$ cat src/rtl/axil_txn_sequencer.sv
// rtl/axil_txn_sequencer.sv - AXI4-Lite write/readback self-test sequencer
// One run per synchronized start edge; pass holds the verdict of the last completed run.
module axil_txn_sequencer #(
  parameter int                ADDR_W    = 32,
  parameter int                DATA_W    = 32,
  parameter logic [ADDR_W-1:0] TEST_ADDR = 32'h0000_0004,
  parameter logic [DATA_W-1:0] TEST_SEED = 32'hA5A5_0000,
  parameter int                TIMEOUT   = 255
) (
  input  logic                sysclk,
  input  logic                aresetn,
  input  logic                start,
  output logic [ADDR_W-1:0]   m_axi_awaddr,
  output logic                m_axi_awvalid,
  input  logic                m_axi_awready,
  output logic [DATA_W-1:0]   m_axi_wdata,
  output logic [DATA_W/8-1:0] m_axi_wstrb,
  output logic                m_axi_wvalid,
  input  logic                m_axi_wready,
  input  logic [1:0]          m_axi_bresp,
  input  logic                m_axi_bvalid,
  output logic                m_axi_bready,
  output logic [ADDR_W-1:0]   m_axi_araddr,
  output logic                m_axi_arvalid,
  input  logic                m_axi_arready,
  input  logic [DATA_W-1:0]   m_axi_rdata,
  input  logic [1:0]          m_axi_rresp,
  input  logic                m_axi_rvalid,
  output logic                m_axi_rready,
  output logic                busy,
  output logic                done,
  output logic                pass
);

  typedef enum logic [2:0] {S_IDLE, S_WRITE, S_BRESP, S_READ, S_RDATA, S_DONE} state_t;

  localparam logic [15:0] TO_LAST = 16'(TIMEOUT - 1);

  state_t              r_state;
  logic                r_sync1, r_sync2, r_sync3;
  logic [15:0]         r_cnt;
  logic [15:0]         r_run_cnt;
  logic                r_aw_done, r_w_done;
  logic [1:0]          r_bresp;
  logic [ADDR_W-1:0]   r_awaddr, r_araddr;
  logic [DATA_W-1:0]   r_wdata;
  logic                r_awvalid, r_wvalid, r_bready, r_arvalid, r_rready;
  logic                r_busy, r_done, r_pass;

  logic w_start_rise, w_tmo, w_aw_hs, w_w_hs;

  assign w_start_rise = r_sync2 & ~r_sync3;
  assign w_tmo        = (r_cnt == TO_LAST);
  assign w_aw_hs      = r_awvalid & m_axi_awready;
  assign w_w_hs       = r_wvalid & m_axi_wready;

  assign m_axi_awaddr  = r_awaddr;
  assign m_axi_awvalid = r_awvalid;
  assign m_axi_wdata   = r_wdata;
  assign m_axi_wstrb   = '1;
  assign m_axi_wvalid  = r_wvalid;
  assign m_axi_bready  = r_bready;
  assign m_axi_araddr  = r_araddr;
  assign m_axi_arvalid = r_arvalid;
  assign m_axi_rready  = r_rready;
  assign busy          = r_busy;
  assign done          = r_done;
  assign pass          = r_pass;

  always_ff @(posedge sysclk or negedge aresetn) begin
    if (!aresetn) begin
      r_state   <= S_IDLE;
      r_sync1   <= 1'b0;
      r_sync2   <= 1'b0;
      r_sync3   <= 1'b0;
      r_cnt     <= '0;
      r_run_cnt <= '0;
      r_aw_done <= 1'b0;
      r_w_done  <= 1'b0;
      r_bresp   <= 2'b00;
      r_awaddr  <= '0;
      r_araddr  <= '0;
      r_wdata   <= '0;
      r_awvalid <= 1'b0;
      r_wvalid  <= 1'b0;
      r_bready  <= 1'b0;
      r_arvalid <= 1'b0;
      r_rready  <= 1'b0;
      r_busy    <= 1'b0;
      r_done    <= 1'b0;
      r_pass    <= 1'b0;
    end else begin
      r_sync1 <= start;
      r_sync2 <= r_sync1;
      r_sync3 <= r_sync2;
      r_cnt   <= r_cnt + 16'd1;
      case (r_state)
        S_IDLE: begin
          r_cnt <= '0;
          if (w_start_rise) begin
            r_state   <= S_WRITE;
            r_busy    <= 1'b1;
            r_awvalid <= 1'b1;
            r_wvalid  <= 1'b1;
            r_aw_done <= 1'b0;
            r_w_done  <= 1'b0;
            r_awaddr  <= TEST_ADDR;
            r_araddr  <= TEST_ADDR;
            r_wdata   <= TEST_SEED + DATA_W'(r_run_cnt);
          end
        end
        S_WRITE: begin
          if (w_aw_hs) begin
            r_awvalid <= 1'b0;
            r_aw_done <= 1'b1;
          end
          if (w_w_hs) begin
            r_wvalid <= 1'b0;
            r_w_done <= 1'b1;
          end
          // Address and data channels may complete in either order or together.
          if ((r_aw_done | w_aw_hs) & (r_w_done | w_w_hs)) begin
            r_state  <= S_BRESP;
            r_bready <= 1'b1;
            r_cnt    <= '0;
          end else if (w_tmo) begin
            r_state   <= S_DONE;
            r_awvalid <= 1'b0;
            r_wvalid  <= 1'b0;
            r_done    <= 1'b1;
            r_pass    <= 1'b0;
            r_cnt     <= '0;
          end
        end
        S_BRESP: begin
          if (m_axi_bvalid) begin
            r_bresp   <= m_axi_bresp;
            r_bready  <= 1'b0;
            r_arvalid <= 1'b1;
            r_state   <= S_READ;
            r_cnt     <= '0;
          end else if (w_tmo) begin
            r_bready <= 1'b0;
            r_state  <= S_DONE;
            r_done   <= 1'b1;
            r_pass   <= 1'b0;
            r_cnt    <= '0;
          end
        end
        S_READ: begin
          if (m_axi_arready) begin
            r_arvalid <= 1'b0;
            r_rready  <= 1'b1;
            r_state   <= S_RDATA;
            r_cnt     <= '0;
          end else if (w_tmo) begin
            r_arvalid <= 1'b0;
            r_state   <= S_DONE;
            r_done    <= 1'b1;
            r_pass    <= 1'b0;
            r_cnt     <= '0;
          end
        end
        S_RDATA: begin
          if (m_axi_rvalid) begin
            r_rready <= 1'b0;
            r_state  <= S_DONE;
            r_done   <= 1'b1;
            r_pass   <= (r_bresp == 2'b00) && (m_axi_rresp == 2'b00) &&
                        (m_axi_rdata == r_wdata);
            r_cnt    <= '0;
          end else if (w_tmo) begin
            r_rready <= 1'b0;
            r_state  <= S_DONE;
            r_done   <= 1'b1;
            r_pass   <= 1'b0;
            r_cnt    <= '0;
          end
        end
        S_DONE: begin
          r_done    <= 1'b0;
          r_busy    <= 1'b0;
          r_run_cnt <= r_run_cnt + 16'd1;
          r_state   <= S_IDLE;
          r_cnt     <= '0;
        end
        default: r_state <= S_IDLE;
      endcase
    end
  end

endmodule

$ cat config.mk
export PLATFORM = sky130hd
export DESIGN_NAME = axil_txn_sequencer
export DESIGN_NICKNAME = d
export VERILOG_FILES = /design/src/rtl/axil_txn_sequencer.sv
export SDC_FILE = /design/constraint.sdc
export NUM_CORES = 1
export LEC_CHECK = 0
export BUFFER_PORTS_ARGS = -buffer_cell sky130_fd_sc_hd__buf_2
export CAP_MARGIN = 20
export CORE_ASPECT_RATIO = 1.75
export CORE_MARGIN = 3
export CORE_UTILIZATION = 24
export CTS_CLUSTER_SIZE = 30
export DETAILED_ROUTE_END_ITERATION = 7
export GPL_ROUTABILITY_DRIVEN = 0
export SYNTH_ARGS = -nofsm -noshare
export SYNTH_HDL_FRONTEND = slang
export SYNTH_SLANG_ARGS = --single-unit
$ cat constraint.sdc
create_clock -name sysclk -period 4 [get_ports sysclk]
set_input_delay 1 -clock sysclk [delete_from_list [all_inputs] [get_ports sysclk]]
set_output_delay 1 -clock sysclk [all_outputs]
set_load 0.05 [all_outputs]
==> results.md, run 1 <==
- The flow ran to the end, and the final reports show no timing, DRC or antenna violations.
- The synthesized netlist devotes 14.4% of its cell area to simple gates.
- The cell count after synthesis is 397.
- The tightest min-delay check is of the flop to flop type.
- The final number of hold-violating endpoints is 0.
- Setup repair after global routing left no endpoint under its margin.
- The later pin in the worst-skew pair is clocked with a latency of 0.33 ns.
- Gates resized during post-CTS repair numbered 0.
- Once the floorplan was initialized, standard cells occupied 24.6% of the core.
- The cell at the root of the clock tree is sky130_fd_sc_hd__clkbuf_16.
- 152 I/O pins were placed.
- The highest net fanout along the worst path is 20.
- The total area of sequential cells is 1680 µm².
- The tool flagged a number of max-cap violations equal to 0.
- The transition at the pin with the smallest max-transition slack is 0.970 ns.
- The maximum single-stage delay on the critical path is 0.79 ns.
- The total number of nets in the final design is 512.
- Leaving out filler cells and counting taps, the final layout contains 658.
- The number of antenna violations at the first check in global routing is 0.
- The first detailed-routing pass ran for 4 iterations.
- The proportion of synthesized chip area in sequential cells is 42.4%.
- The maximum buffer depth of the clock tree is 2.
- The netlist area before placement is 3950 µm².
- The number of levels in the clock H-tree is 3.
- The number of CTS-inserted buffers is 9.
- The filler cells instantiated in the layout total 1697.
- Setup violations remaining at the end of the flow were counted as 0.
- Global routing used 9.37% of the available tracks.
- The arrival time at the worst endpoint is 2.85 ns.
- The clock slew seen by the registers of the worst setup and hold paths is 0.05 ns.
- The sort of element at the end of the critical path is a flop.
- Derived from the worst setup path, the maximum achievable clock frequency is 379 MHz.
- The pin count of the biggest net entering global routing is 38.
- The area growth from synthesis to layout is 15.3%.
- The largest clock skew in the final design is 0.00664 ns.
- The category of the worst setup path launch point is a flop.
- The cell row count is 61.
- The number of placed cells counting well taps is 643.
- The die is 103 µm wide.
- The part of the cycle the worst path needs is 66.0%.
- In the final routed layout, each cell accounts on average for 12.9 µm.
- The area of the placeable core is 16000 µm².
- Counting flops and latches in the post-synthesis netlist gives 67.
- The first routing iteration left 117 violations.
- Among all cell types in the netlist, the one instantiated most often is sky130_fd_sc_hd__buf_4.
- The compound-cell area share of the yosys netlist is 9.12%.
- The area fraction of the dominant cell type after synthesis is 42.4%.
- The number of warnings issued by yosys is 0.
- The portion of netlist area occupied by mux cells is 5.42%.
- The arithmetic-cell share of the synthesized area counting full adders, half adders and majority gates is 0.950%.
- Counting flops with an async set or reset pin after synthesis yields a share of 100%.
- Using the TritonRoute via totals, the vias-per-cell ratio works out to 4.36.
- The count of nets left with antenna violations once routing finished came out at 0.
- Detailed placement ended at an HPWL of 6420 µm.
- The kind of critical path is flop to flop.
- The final hold slack is 0.346 ns.
- The cell with the largest stage delay on the worst path is sky130_fd_sc_hd__or4b_2.
- The number of flops mapped to enable cells by yosys is 0.
- Summing all multi-input logic gate instances after layout gives 1840 µm².
- Buffers inserted to repair hold after CTS numbered 0.
- The commonest register cell after synthesis is sky130_fd_sc_hd__dfrtp_1.
- The worst hold path passes through 0 cells.
- The floorplan step set the die height to 176 µm.
- The layout cell share with drive strength beyond 1 is 25.4%.
- The biggest area consumer among synthesized cells is sky130_fd_sc_hd__dfrtp_1.
- The minimum clock period is 2.64 ns.
- In this run the power density over the cells is 637 nW/µm².
- Walking the worst path, the cells encountered are or4b_2 > nor2_2 > mux2_2.
- The worst IR drop on VDD is 183 µV.
- Measured on the finished design, the core utilization comes to 28.4%.
- The number of buffers inserted by post-CTS setup repair is 0.
- The depth of the worst register-to-register path is 3.
- 0 antenna diodes ended up in the layout.
- The total number of clock tree sinks is 67.
- The critical path data required time is 4.21 ns.
- The die covers 18100 µm².
- The headroom to the max-slew limit is 35.3%.
- The final count of pins violating max slew is 0.
- Counting distinct cell types in the post-synthesis netlist gives 47.
- Ranked by instance count, the synthesized netlist is headed by 84 x sky130_fd_sc_hd__buf_4, 67 x sky130_fd_sc_hd__dfrtp_1, 31 x sky130_fd_sc_hd__xor2_1.
- After Yosys synthesis, XOR and XNOR cells account for 9.53% of the synthesized area.
- Adding up every negative setup slack in the final design gives 0 ns.
- The via count of the first global-routing pass came to 2648.
- The CTS tree is built.
- The port buffer count is 77.
- For this run, design rule violations remaining after detail routing come to 0.
- The first-pass GRT wire length is 13300 µm.
- The total number of vias is 2867.
- For this block, the routed nets add up to 8520 µm of wire.
- Summed over all cells, the static leakage comes to 2.24 nW.
- By area the synthesized netlist is led by sky130_fd_sc_hd__dfrtp_1 42%, sky130_fd_sc_hd__buf_4 16%, sky130_fd_sc_hd__xor2_1 6.9%, sky130_fd_sc_hd__mux2_2 5.4%, sky130_fd_sc_hd__a21oi_1 3.2%.
- The average instance in the mapped netlist occupies 9.95 µm².
- The dominant combinational cell family by area after synthesis is buffers and inverters.
- The total overflow left after global routing is 0.
## metrics by stage
step / worst slack (ns) / power (mW) / instance area, µm²
floorplan: 1.67 / 1.80 / 4220
global placement: 1.36 / 1.94 / 4190
detailed placement: 1.32 / 1.95 / 4190
CTS: 1.32 / 2.93 / 4560
global route: 1.16 / 3.06 / 4560
finish: 1.36 / 2.90 / 4560
## routing by layer
layer  up-vias  share of wire (%)  track usage, %
li1       1359                  -               -
met1      1374                 38            10.8
met2       124                 53            15.9
met3        10                7.0            2.50
met4         0                1.9            4.21
met5         -                  0               0
## power by group
part	internal [mW]	leakage (nW)	total [mW]	switching [mW]
sequential	0.783	0.883	0.946	0.164
combinational	0.276	1.18	0.982	0.706
clock	0.684	0.179	0.975	0.291
## worst paths after layout
path,end,slack (ns),startpoint
max in group asynchronous,m_axi_wdata[4],2.48,aresetn
worst max register to register,m_axi_wdata[7],1.36,r_state[1]
worst min register to register,r_sync2,0.35,r_sync1
worst max-delay path,m_axi_wdata[7],1.36,r_state[1]
worst min-delay path,r_sync2,0.35,r_sync1
min in group asynchronous,r_cnt[0],0.77,aresetn
## area by class of cell
type                    count  share of cell area [%]
clock buffers              10                    5.25
clock inverters             5                    2.75
inverters                   9                   0.742
multi-input cells         298                    40.3
flip-flops and latches     67                    36.8
well taps                 189                    5.19
repair buffers             80                    8.95
## flip-flops by register name (all words and copies together), names as in the netlist, 2 cells and up
name and flops:
r_cnt 16, m_axi_wdata 17, r_run_cnt 16, r_bresp 2
r_state 3
## cell families (layout without fill, tap and decap cells)
logic type	count (synthesis)	count (layout)
buffers and inverters	104	104
multiplexers	19	19
other	2	74
flip-flops	67	67
AND/OR/NAND/NOR	100	100
adder cells (fa/ha/maj)	3	3
AO/OA/AOI/OAI	59	59
XOR/XNOR	43	43
## placed cells by master, fill, tap and decap left out, types with 7 or more instances in the layout
master                      netlist  layout
sky130_fd_sc_hd__nor2_1          11      10
sky130_fd_sc_hd__nand4_1         13      13
sky130_fd_sc_hd__buf_2            3      77
sky130_fd_sc_hd__a21oi_1         25      25
sky130_fd_sc_hd__nand2_1         18      18
sky130_fd_sc_hd__nor4_1           9       9
sky130_fd_sc_hd__o21ai_0          7       7
sky130_fd_sc_hd__dfrtp_1         67      67
sky130_fd_sc_hd__clkbuf_16        0       9
sky130_fd_sc_hd__inv_1            9       9
sky130_fd_sc_hd__mux2_2          19      19
sky130_fd_sc_hd__nand3_1          8       8
sky130_fd_sc_hd__xnor2_1         12      12
sky130_fd_sc_hd__xor2_1          31      31
sky130_fd_sc_hd__nor3_1           7       7
sky130_fd_sc_hd__conb_1           2      74
## critical path, delay by kind of cell, from the launching register on
kind / cells / cell delay (ns)
simple gates: 2 / 1.55
flops: 1 / 0.55
mux: 1 / 0.41
Note: power is estimated with default switching activity, not from simulation.
==> run 2, diff against run 1 <==
--- a/config.mk
+++ b/config.mk
@@ -5,6 +5,7 @@
 export SDC_FILE = /design/constraint.sdc
 export NUM_CORES = 1
 export LEC_CHECK = 0
+export ABC_AREA = 1
 export BUFFER_PORTS_ARGS = -buffer_cell sky130_fd_sc_hd__buf_2
 export CAP_MARGIN = 20
 export CORE_ASPECT_RATIO = 1.75
==> constraint.sdc (replaced) <==
create_clock -name sysclk -period 2.6 [get_ports sysclk]
set_input_delay 0.65 -clock sysclk [delete_from_list [all_inputs] [get_ports sysclk]]
set_output_delay 0.65 -clock sysclk [all_outputs]
set_load 0.05 [all_outputs]
==> run 2 against run 1 <==
Cell area up 8.0%. Die area up 7.8%. Global-route usage up 1.3 points. Utilization down 0.23 points. Area after synthesis up 8.2%. Final cell count up 30%. Non-clock buffer count unchanged. Sequential cell count unchanged. Power up 44%. Critical path type is now flop to output port. Critical endpoint is now m_axi_wdata[29].
==> results.md, run 2 <==
- In this run, the number of DRC markers left after iteration 0 of detailed routing was 94.
- The count of buffering cells on the critical path with inverters included is 1.
- The post-detailed-route DRC marker count is 0.
- In the post-synthesis netlist, the biggest area contributors are sky130_fd_sc_hd__dfrtp_1 39%, sky130_fd_sc_hd__buf_4 15%, sky130_fd_sc_hd__nand2_1 12%, sky130_fd_sc_hd__xor2_1 5.1%, sky130_fd_sc_hd__nor2_1 4.8%.
- Detailed routing inserted a total of 3311 vias.
- The synthesized netlist devotes 5.80% of its cell area to compound gates.
- STA classifies the critical path startpoint as a flop.
- The worst setup path is of the flop to output port kind.
- The arithmetic-cell share of the synthesized area counting full adders, half adders and majority gates is 0.878%.
- The residual overflow from global routing is 0.
- The run finished with clean final reports.
- Counting instances in the post-synthesis netlist gives the leading cell types as 132 x sky130_fd_sc_hd__nand2_1, 84 x sky130_fd_sc_hd__buf_4, 67 x sky130_fd_sc_hd__dfrtp_1.
- The multi-input combinational cells in the finished layout cover a total of 2000 µm².
- Summed over all instances, the cell type with the most area after synthesis is sky130_fd_sc_hd__dfrtp_1.
- The clock reaches the later pin of the worst-skew pair after 0.33 ns.
- In this run the clock root is driven by a sky130_fd_sc_hd__clkbuf_16.
- The port buffer count is 77.
- Measured along the x axis, the die boundary spans 107 µm.
- The part of the cycle the worst path needs is 71.8%.
- The total wire length after detailed routing is 10200 µm.
- The pin count of the biggest net entering global routing is 68.
- The area of the placeable core is 17500 µm².
- The first-pass GRT wire length is 16100 µm.
- The final antenna diode count is 0.
- Once detail routing completed, the nets flagged for antenna violations numbered 0.
- The tightest min-delay check is of the primary input to async pin type.
- The final number of hold-violating endpoints is 0.
- The minimum setup slack after placement is 0.622 ns.
- The worst path in the final design needs a cycle of 1.87 ns, including I/O delays and setup.
- The final count of pins violating max slew is 0.
- The average footprint of a synthesized cell is 7.84 µm².
- The I/O pin total is 152.
- After synthesis, the netlist uses 30 different library cells.
- IR analysis of the VDD net gives a maximum drop of 476 µV.
- On the critical path the largest part of the delay comes from flip-flops.
- The layout cell share with drive strength beyond 1 is 21.3%.
- The number of antenna violations at the first check in global routing was 0.
- Traced cell by cell, the critical path runs through buf_2.
- Yosys printed 0 warnings.
- After synthesis, the largest family of logic cells by area is simple AND/OR/NAND/NOR gates.
- The floorplan has 64 rows.
- The area added between synthesis and finish is 15.1%.
- The starting density of the core is 24.5%.
- The depth of the worst register-to-register path is 7.
- STA classifies the critical path endpoint as an output port.
- The maximum frequency from static timing analysis is 536 MHz.
- The total power density per cell area is 848 nW/µm².
- Setup violations remaining at the end of the flow were counted as 0.
- The HPWL after detailed placement is 8140 µm.
- The CTS tree is built.
- The total number of cells along the worst setup path is 1.
- The maximum buffer depth of the clock tree is 2.
- The iteration count of the initial detailed-routing pass is 4.
- The max-capacitance violation count is 0.
- Synthesis produced 545 cells.
- The flip-flop count of the largest register, all copies and words added is 17.
- Summing the areas of all xor and xnor instances in the mapped netlist gives 7.38% of the synthesized area.
- The mapped netlist covers 4270 µm².
- The post-CTS resize count is 0.
- In the layout the commonest cells are 132 x sky130_fd_sc_hd__nand2_1, 77 x sky130_fd_sc_hd__buf_2, 74 x sky130_fd_sc_hd__conb_1.
- Registers take 1680 µm².
- The cell with the largest stage delay on the worst path is sky130_fd_sc_hd__dfrtp_1.
- In this run the static leakage power is 2.53 nW.
- The height of the die is 183 µm.
- The portion of netlist area occupied by mux cells is 0%.
- For this design, the CTS-stage hold fixing added 0 buffers.
- The number of levels in the clock H-tree is 3.
- The worst path setup slack after routing is 0.734 ns.
- The synthesized design contains 0 enable-type register cells.
- The async set or reset register ratio after synthesis is 100%.
- The largest clock skew in the final design is 0.00651 ns.
- Dividing the detail-routed via count by the number of cells gives 3.87.
- The synthesized netlist devotes 26.3% of its cell area to simple gates.
- The maximum single-stage delay on the critical path is 0.54 ns.
- The via count of the first global-routing pass was 3203.
- The proportion of synthesized chip area in sequential cells is 39.2%.
- The most common cell in the synthesized netlist is sky130_fd_sc_hd__nand2_1.
- The number of CTS-inserted buffers is 9.
- After clock tree synthesis, the clock-pin slew on the worst setup and hold paths is 0.06 ns.
- The most used flip-flop cell after synthesis is sky130_fd_sc_hd__dfrtp_1.
- The headroom to the max-slew limit is 60.5%.
- The average wire per cell in the routed design is 11.9 µm.
- Summed over its instances, the top area cell type makes up 39.2% of the synthesized netlist area.
- The arrival time at the worst endpoint is 1.22 ns.
- The die covers 19500 µm².
- The overall routing resource usage is 10.7%.
- Leaving out fill and tap cells, the most frequent cell in the layout is sky130_fd_sc_hd__nand2_1.
- The highest net fanout along the worst path is 13.
- Counting flops and latches in the post-synthesis netlist gives 67.
- The tree built by TritonCTS fans out to 67 sinks.
- The total number of nets in the final design is 666.
- STA puts the critical path data required time at 1.95 ns.
- The number of buffers inserted by post-CTS setup repair is 0.
- The number of filler instances in the final layout is 1955.
- The setup TNS after final layout is 0 ns.
- Setup repair after global routing left no endpoint under its margin.
- The transition at the pin with the smallest max-transition slack is 0.590 ns.
## run 2: changes by cell type in the layout (fill, tap and decap cells not counted), sizes merged, moves of 7 or more
cell,before,now
nand2,18,140
o21ai,7,14
inv,9,54
nor2,11,62
nand3,8,31
mux2,19,0
nor4,9,0
## run 2: final cells by class
cell class                      instances  share of cell area [%]
Inverter                               54                    4.12
Multi-Input combinational cell        407                    40.7
Sequential cell                        67                    34.1
Clock buffer                           12                    5.21
Clock inverter                          4                    1.47
Timing Repair Buffer                   80                    8.54
Tap cell                              231                    5.87
## run 2: power by group
part	total [mW]	switching, mW	internal, mW
clock network	1.34	0.452	0.890
logic	1.49	1.12	0.364
registers	1.34	0.149	1.19
## run 2: logic make-up after synthesis
group | count (synthesis)
buffers and inverters | 143
and+or+nand+nor | 257
DFF | 67
AOI/OAI and AO/OA | 37
adders and majority gates | 3
xor gates and xnor gates | 36
other | 2
## run 2: final timing paths
path | from | endpoint | slack, ns
worst min-delay path | aresetn | m_axi_wvalid | 0.34
worst max-delay path | m_axi_wdata[29] | m_axi_wdata[29] | 0.73
worst min register to register | r_sync1 | r_sync2 | 0.35
min in group sysclk | r_sync1 | r_sync2 | 0.35
max in group asynchronous | aresetn | m_axi_wdata[14] | 1.96
worst max register to register | r_state[2] | r_cnt[9] | 0.87
## run 2: routing by layer
| layer | vias up | GRT usage [%] | wire (µm) | part of all wire [%] |
|---|---|---|---|---|
| li1 | 1688 | - | - | - |
| met2 | 116 | 20.3 | 5610 | 55 |
| met1 | 1495 | 11.4 | 3800 | 37 |
| met5 | - | 0 | 0 | 0 |
| met4 | 0 | 3.89 | 226 | 2.2 |
| met3 | 12 | 2.27 | 531 | 5.2 |
## run 2: stage by stage
| stage | utilization (%) | total power [mW] | area, µm² | cells | hold WS [ns] |
|---|---|---|---|---|---|
| 2_1_floorplan | - | 2.62 | 4540 | 617 | 0.331 |
| 3_3_place_gp | 26.3 | 2.86 | 4590 | 839 | 0.335 |
| 3_5_place_dp | 26.3 | 2.87 | 4590 | 839 | 0.336 |
| 4_1_cts | 28.2 | 4.24 | 4920 | 855 | 0.348 |
| 5_1_grt | 28.2 | 4.45 | 4920 | 855 | 0.357 |
| 6_report | 28.2 | 4.17 | 4920 | 855 | 0.341 |
==> run 3, diff against run 2 <==
==> constraint.sdc (replaced) <==
create_clock -name sysclk -period 1.8 [get_ports sysclk]
set_input_delay 0.45 -clock sysclk [delete_from_list [all_inputs] [get_ports sysclk]]
set_output_delay 0.45 -clock sysclk [all_outputs]
set_load 0.05 [all_outputs]
==> run 3 against run 2 <==
Clock skew fell by 0.0032 ns. Worst hold slack got worse by 0.20 ns. Sequential power rose by 43%. Power rose by 44%. Die area did not move. Via count rose by 2.0%. Global-route usage rose by 0.29 points. Setup slack got worse by 0.60 ns. Largest cell class unchanged. Largest power group unchanged.
==> results.md, run 3 (synthesis results as in run 2) <==
- The cell row count is 64.
- The maximum single-stage delay on the critical path is 0.55 ns.
- The total number of clock tree sinks is 67.
- CTS built an H-tree with a depth of 3.
- The minimum clock period is 1.66 ns.
- The detail route stage leaves a number of antenna-violating nets equal to 0.
- The fraction of power spent switching nets is 41.5%.
- Of the total power, combinational logic draws 39.5%.
- Grouping stages by cell kind, the critical path spends the most delay in flip-flops.
- The pin count of the biggest net entering global routing is 68.
- The arrival time at the worst endpoint is 1.21 ns.
- In this run the static leakage power is 2.57 nW.
- In this run, post-CTS hold repair placed 0 buffers.
- 0 antenna diodes ended up in the layout.
- The fraction of the core area covered by cells at the end of the flow is 28.5%.
- Detailed placement finished with a half-perimeter wire length of 8320 µm.
- The finished cells cover 4970 µm².
- The worst hold path belongs to the class primary input to async pin.
- The post-detailed-route DRC marker count is 0.
- On the critical path, the stage with the largest delay is an instance of sky130_fd_sc_hd__dfrtp_1.
- For the worst setup path, the data required time is 1.35 ns.
- The part of the cycle the worst path needs is 92.5%.
- The highest net fanout along the worst path is 13.
- The floorplan die area is 19500 µm².
- Once placement completed, the tool counted placed cells totaling 848.
- The via density per instance is 3.90.
- The port buffer count is 77.
- For this block, the routed nets add up to 10300 µm of wire.
- Max-cap violations in this run came to 0.
- The signal on the critical path passes through buf_2.
- The via count of the first global-routing pass is 3208.
- The final count of pins violating max slew is 0.
- The iteration count of the initial detailed-routing pass is 7.
- Once routing completed, OpenROAD measured the worst setup slack at 0.136 ns.
- The total power of the final layout is 6.01 mW.
- The number of CTS-inserted buffers is 9.
- After floorplanning, the core was sized to cover 17500 µm².
- In this run the vertical extent of the chip is 183 µm.
- The area added between synthesis and finish is 16.2%.
- Leaving out fill and tap cells, the most frequent cells in the layout are 132 x sky130_fd_sc_hd__nand2_1, 77 x sky130_fd_sc_hd__buf_2, 74 x sky130_fd_sc_hd__conb_1.
- The minimum setup slack after placement is 0.0254 ns.
- The flip-flop count of the largest register, all copies and words added is 17.
- The final hold slack is 0.143 ns.
- The non-filler instance count after layout is 865.
- The internal power of the cells totals 3.52 mW.
- In this run the horizontal extent of the chip is 107 µm.
- Summed over all nets, the switching power comes to 2.50 mW.
- The clock passes through at most 2 buffers.
- The post-detailed-placement cell area is 4660 µm².
- The setup TNS after final layout is 0 ns.
- The total number of vias is 3377.
- In this run the count of I/O pins placed on the die edge is 152.
- STA classifies the critical path startpoint as a flop.
- After global routing the overflow that remains totals 0.
- The layout cell share with drive strength beyond 1 is 22.1%.
- The clock network power share is 28.6%.
- In the final routed layout, each cell accounts on average for 12.0 µm.
- The flow ran to the end, and the final reports show no timing, DRC or antenna violations.
- STA classifies the critical path endpoint as an output port.
- The number of antenna violations at the first check in global routing is 0.
- The largest clock skew in the final design is 0.00330 ns.
- The maximum frequency from static timing analysis is 601 MHz.
- The commonest non-fill, non-tap cell in the layout is sky130_fd_sc_hd__nand2_1.
- The register-to-register setup slack is 0.15 ns.
- Setup violations remaining at the end of the flow were counted as 0.
- The first global-routing pass estimated 16500 µm of wire.
- The total power density per cell area is 1210 nW/µm².
- Setup repair after global routing left no endpoint under its margin.
- The insertion delay of the later-clocked pin in the worst-skew pair is 0.33 ns.
- Together, buffers and inverters on the worst path number 1.
- The violation count after the first detailed-route iteration is 194.
- TritonCTS built the clock tree.
- The kind of critical path is flop to output port.
- The overall routing resource usage is 11.0%.
- The root buffer cell chosen for the clock tree is sky130_fd_sc_hd__clkbuf_16.
- The final number of hold-violating endpoints is 0.
- The starting density of the core is 24.5%.
- Clock-pin slew was measured on the worst setup and hold paths at 0.05 ns.
- For this run, the post-layout net count is 676.
- IR analysis of the VDD net gives a maximum drop of 816 µV.
- The sequential group share of total power is 31.9%.
==> run 3: changes by cell type in the layout (fill, tap and decap cells not counted), sizes merged <==
cell      delta
clkbuf       +2
clkinvlp     -1
buf         +10
bufinv       -1
==> run 3: final timing paths <==
kind,cells after the start,end,from
max,1,m_axi_araddr[2],m_axi_wdata[29]
min,2,r_aw_done,aresetn
max reg2reg,8,r_cnt[9],r_cnt[0]
min reg2reg,0,r_sync2,r_sync1
max in group asynchronous,2,r_run_cnt[12],aresetn
min in group sysclk,1,r_sync1,start
==> run 3: per-layer routing <==
metal	wire length, µm	track usage (%)	vias up
li1	-	-	1701
met3	528	1.98	16
met2	5720	20.8	119
met4	339	5.17	0
met1	3770	11.4	1541
met5	0	0	-
==> run 3: cell type report <==
cell class | count | area, µm²
fill | 1938 | 12500
multi-input combinational | 407 | 2000
sequential | 67 | 1680
timing repair buffer | 90 | 508
tap | 231 | 289
clock buffer | 14 | 254
inverter | 54 | 203
clock inverter | 2 | 35.0
==> run 3: repair_timing <==
item | CTS | global route
endpoints found under the setup margin | 0 | 16
resized for setup | 0 | 1
setup buffers | 0 | 1
==> run 3: power groups by stage <==
stage / Sequential (mW) / Clock [mW] / Combinational (mW)
after CTS: 1.92 / 1.78 / 2.31
final: 1.92 / 1.72 / 2.38
after global routing: 1.95 / 1.84 / 2.64
after global placement: 1.93 / 0 / 2.29
after detailed placement: 1.95 / 0 / 2.30
after floorplan: 2.23 / 0 / 1.55
